[config.mk]
export PLATFORM = sky130hd
export DESIGN_NAME = tick_scheduler
export DESIGN_NICKNAME = d
export VERILOG_FILES = /design/src/rtl/tick_scheduler.sv
export SDC_FILE = /design/constraint.sdc
export NUM_CORES = 1
export LEC_CHECK = 0
export CAP_MARGIN = 20
export CORE_ASPECT_RATIO = 0.5
export CORE_MARGIN = 5
export CORE_UTILIZATION = 60
export DETAILED_ROUTE_END_ITERATION = 6
export HOLD_SLACK_MARGIN = 0.15
export PLACE_DENSITY_LB_ADDON = 0.05
export RECOVER_POWER = 100
export SKIP_LAST_GASP = 1
export SLEW_MARGIN = 0
export SYNTH_ARGS = -nofsm -noshare
export SYNTH_HDL_FRONTEND = slang
export SYNTH_SLANG_ARGS = --single-unit
[constraint.sdc]
create_clock -name clk_in -period 4.1 [get_ports clk_in]
set_input_delay 1.025 -clock clk_in [delete_from_list [all_inputs] [get_ports clk_in]]
set_output_delay 1.025 -clock clk_in [all_outputs]
set_load 0.01 [all_outputs]
[src/rtl/tick_scheduler.sv]
// Shared-prescaler tick scheduler: one base tick divider feeding NUM_CH programmable
// channel dividers that emit single-cycle enable pulses on clk_in.

module tick_channel #(
  parameter int PERIOD_W       = 10,
  parameter int DEFAULT_PERIOD = 1000
) (
  input  logic                clk_in,
  input  logic                rst_n,
  input  logic                base_tick,
  input  logic                wr_en,
  input  logic [PERIOD_W-1:0] wr_period,
  output logic                tick
);

  logic [PERIOD_W-1:0] period;
  logic [PERIOD_W-1:0] cnt;

  // A config write on this channel takes priority over a coincident base tick.
  always_ff @(posedge clk_in or negedge rst_n) begin
    if (!rst_n) begin
      period <= PERIOD_W'(DEFAULT_PERIOD);
      cnt    <= '0;
      tick   <= 1'b0;
    end else begin
      tick <= 1'b0;
      if (wr_en) begin
        period <= wr_period;
        cnt    <= '0;
      end else if (base_tick && period != '0) begin
        if (cnt == period - PERIOD_W'(1)) begin
          cnt  <= '0;
          tick <= 1'b1;
        end else begin
          cnt <= cnt + PERIOD_W'(1);
        end
      end
    end
  end

endmodule

module tick_scheduler #(
  parameter int PRESCALE       = 40000,
  parameter int PRE_W          = 16,
  parameter int NUM_CH         = 3,
  parameter int PERIOD_W       = 10,
  parameter int DEFAULT_PERIOD = 1000
) (
  input  logic                clk_in,
  input  logic                rst_n,
  input  logic                enable,
  input  logic                cfg_valid,
  input  logic [1:0]          cfg_ch,
  input  logic [PERIOD_W-1:0] cfg_period,
  output logic                cfg_ready,
  output logic                base_tick,
  output logic [NUM_CH-1:0]   ch_tick,
  output logic                running
);

  typedef enum logic [1:0] {IDLE, RUN, CFG_I, CFG_R} state_t;

  localparam logic [PRE_W-1:0] PRE_MAX = PRE_W'(PRESCALE - 1);

  state_t              state, state_nxt;
  logic                cfg_fire;
  logic                wr_active;
  logic [1:0]          cap_ch;
  logic [PERIOD_W-1:0] cap_period;
  logic [PRE_W-1:0]    pre_cnt;
  logic [NUM_CH-1:0]   wr_en;

  assign cfg_ready = (state == IDLE) || (state == RUN);
  assign running   = (state == RUN)  || (state == CFG_R);
  assign wr_active = (state == CFG_I) || (state == CFG_R);
  assign cfg_fire  = cfg_valid & cfg_ready;

  always_ff @(posedge clk_in or negedge rst_n) begin
    if (!rst_n) state <= IDLE;
    else        state <= state_nxt;
  end

  // A config handshake outranks enable; enable is re-sampled on leaving CFG_R.
  always_comb begin
    state_nxt = state;
    case (state)
      IDLE:    if (cfg_fire) state_nxt = CFG_I;
               else if (enable) state_nxt = RUN;
      RUN:     if (cfg_fire) state_nxt = CFG_R;
               else if (!enable) state_nxt = IDLE;
      CFG_I:   state_nxt = IDLE;
      CFG_R:   state_nxt = enable ? RUN : IDLE;
      default: state_nxt = IDLE;
    endcase
  end

  always_ff @(posedge clk_in or negedge rst_n) begin
    if (!rst_n) begin
      cap_ch     <= '0;
      cap_period <= '0;
    end else if (cfg_fire) begin
      cap_ch     <= cfg_ch;
      cap_period <= cfg_period;
    end
  end

  // Prescaler holds its count while paused so phase survives a pause.
  always_ff @(posedge clk_in or negedge rst_n) begin
    if (!rst_n) begin
      pre_cnt   <= '0;
      base_tick <= 1'b0;
    end else begin
      base_tick <= 1'b0;
      if (running) begin
        if (pre_cnt == PRE_MAX) begin
          pre_cnt   <= '0;
          base_tick <= 1'b1;
        end else begin
          pre_cnt <= pre_cnt + PRE_W'(1);
        end
      end
    end
  end

  // Out-of-range channel indices match no lane, so such writes are no-ops.
  for (genvar i = 0; i < NUM_CH; i++) begin : g_ch
    assign wr_en[i] = wr_active && (cap_ch == 2'(i));

    tick_channel #(
      .PERIOD_W       (PERIOD_W),
      .DEFAULT_PERIOD (DEFAULT_PERIOD)
    ) u_ch (
      .clk_in    (clk_in),
      .rst_n     (rst_n),
      .base_tick (base_tick),
      .wr_en     (wr_en[i]),
      .wr_period (cap_period),
      .tick      (ch_tick[i])
    );
  end

endmodule

==> flow_metrics.tcl <==
set metrics [dict create \
    cap_violations 0 \
    dr.pass1.iters 5 \
    fin_nets 558 \
    pre_cts_slack_ns 1.47 \
    post-route-period-util_pct 75.8 \
    ys.flop_type "dfrtp_1" \
    slew_viol_final 0 \
    h-tree-depth 3 \
    relSlewSlack_pct 0.855 \
    start_util_pct 63.1 \
    drtIter0Drc 356 \
    num_vias 3838 \
    syn_nets 543 \
    hold_viol 0 \
    yosysMostFrequentCell "dfrtp_1" \
    powerDensity_mw_per_mm2 541 \
    clk_latency_ns 0.34 \
    worstReg2RegEnd "g_ch[0].u_ch.cnt[2]" \
    r2r_cells 9 \
    crit_required_ns 4.32 \
    setup_viol 0 \
    worst_pin_slew_ns 1.49 \
    p_leak_nw 2.49 \
    end_kind "flip-flop" \
    gp_congestion 0.853 \
    syn_avg_cell_area_sq_um 9.92 \
    post-cts-setup-buffers 0 \
    r2r_slack_ns 0.99 \
    status "completed" \
    regToRegStartpoint "g_ch[0].u_ch.period[0]" \
    cts_buffers 9 \
    grt_pass1_vias 3607 \
    critPathLaunch "g_ch[0].u_ch.period[0]" \
    grt_antenna_before_repair 0 \
    hp-class "reg -> reg" \
    route.detailed.drc 0 \
    core_area_sq_mm 0.00817 \
    wl_um 10500 \
    synth-async-reset-ratio_pct 100 \
    rows 23 \
    final_layout_size_suffix_gt1_share_pct 13.1 \
    arrival_ns 3.32 \
    ios 22 \
    grt_first_pass_wirelength_um 17900 \
    clock_skew_ns 0.00388 \
    cts_resized 0 \
    layout_min_cycle_time_ns 3.11 \
    ys_top_cells_by_count "76 x dfrtp_1, 65 x nand2_1, 36 x nor2_1" \
    finalSetupTns_ns 0 \
    die-area_sq_mm 0.0107 \
    ant_nets 0 \
    setup_slack_ns 0.993 \
    syn_inst 520 \
    synth_top_area_cell "dfrtp_1" \
    synth-edff-count 0 \
    route.detailed.wl_per_inst_um 16.2 \
    grt_usage_pct 21.3 \
    viasPerCell 5.89 \
    ctsHoldBuffers 0 \
    insertedDiodeCount 0 \
    clk_pin_slew_worst_paths_ns 0.06 \
    cts.sinks 94 \
    rsz0062_at_grt "false" \
    syn_area_sq_mm 0.00516 \
    cp-start-kind "flip-flop" \
    seq_area_frac_synth_pct 46.1 \
    yosys_register_bits 94 \
    synth_top_area_share_pct 36.9 \
    synth_area_leaders "dfrtp_1 37%, dfstp_2 9.2%, mux2_2 6.8%" \
    fp.dieW_um 141 \
    port_buffers 21 \
    cts_tree "yes" \
    clockBufferDepth 2 \
    critPathMaxFanout 8 \
    critical_path_class "reg -> reg" \
    yosysWarnings 0 \
    clk_root_buffer_cell "clkbuf_16" \
    fmax_mhz 322 \
    die_y_um 75.6 \
    area_delta_synth_final_pct 10.8 \
    grt_max_degree 63 \
    synthDistinctLibCells 57 \
    vdd_ir_drop_max_mv 0.340 \
    grt-ovfl-total 0 \
    dp_hpwl_um 7480 \
    crit_end "g_ch[0].u_ch.cnt[2]" \
]
## critical path: stages, from the launching register on
cell and delay, ns:
dfrtp_1 0.41, inv_1 0.10, ha_1 0.24, or4b_1 0.52
nand4bb_1 0.22, o2111ai_1 0.12, a41oi_1 0.06, a2111oi_0 0.86
a21o_1 0.37, nor2_1 0.09
## layout by cell type, fill, tap and decap left out, drive strengths merged, types with 5 or more instances in the layout
master,instances
a21oi,5
a22o,6
and3,18
clkbuf,17
clkdlybuf4s50,13
dfrtp,76
dfstp,18
dlygate4sd3,7
ha,7
inv,17
mux2,31
nand2,65
nand2b,5
nand3,24
nand3b,6
nand4,12
nor2,36
nor2b,8
nor3,9
nor3b,6
nor4,8
o21ai,19
o31ai,10
or3,5
xnor2,30
xor2,28
## sequential cells by signal, indices dropped and copies added, names as in the netlist
register / count
state: 2
cap_ch: 2
g_ch.u_ch.period: 30
pre_cnt: 16
cap_period: 10
g_ch.u_ch.cnt: 30
g_ch.u_ch.tick: 3
base_tick: 1
## cell families after synthesis
kind of cell               Yosys count  synth area share [%]
AOI/OAI and AO/OA                   71                  10.0
xor gates and xnor gates            58                  9.85
adders and majority gates            7                  1.70
buffers and inverters               39                  3.23
DFF                                 94                  46.1
muxes                               33                  7.16
and+or+nand+nor                    218                  22.0
## worst min-delay path by stage
stage,cells past startpoint,from,slack [ns],to
after floorplan,1,pre_cnt[9],0.45,pre_cnt[9]
after global placement,1,pre_cnt[9],0.48,pre_cnt[9]
after detailed placement,2,g_ch[1].u_ch.period[7],0.48,g_ch[1].u_ch.period[7]
after CTS,1,pre_cnt[9],0.49,pre_cnt[9]
after global routing,2,g_ch[1].u_ch.period[6],0.52,g_ch[1].u_ch.period[6]
final,1,pre_cnt[9],0.49,pre_cnt[9]
## metrics by stage
step           cell area, sq um  cells  hold WS [ns]  util [%]  total power [mW]
4_1_cts                    5750    652         0.491      70.4              3.11
3_5_place_dp               5450    636         0.479      66.7              2.26
6_report                   5710    652         0.488      69.9              3.09
2_1_floorplan              5160    520         0.454         -              2.05
3_3_place_gp               5450    636         0.476      66.7              2.24
5_1_grt                    5710    652         0.522      69.9              3.28
## layer usage
metal	global-route usage (%)	vias to the layer above	part of all wire [%]
met1	30.2	1873	50
met2	33.9	71	45
li1	-	1885	-
met3	4.95	9	3.8
met5	0	-	0
met4	5.16	0	0.84
## cell type report
class	count	area (sq um)
tap	112	140
timing repair buffer	26	224
inverter	17	63.8
multi-input combinational	387	2610
sequential	94	2370
clock buffer	11	243
clock inverter	5	58.8
fill	620	2460
## power breakdown
group	switching, mW	leakage, nW	internal [mW]
combinational	0.382	1.15	0.410
sequential	0.280	1.19	1.17
clock	0.355	0.142	0.490
total	1.02	2.49	2.07
(Power assumes the default switching activity.)
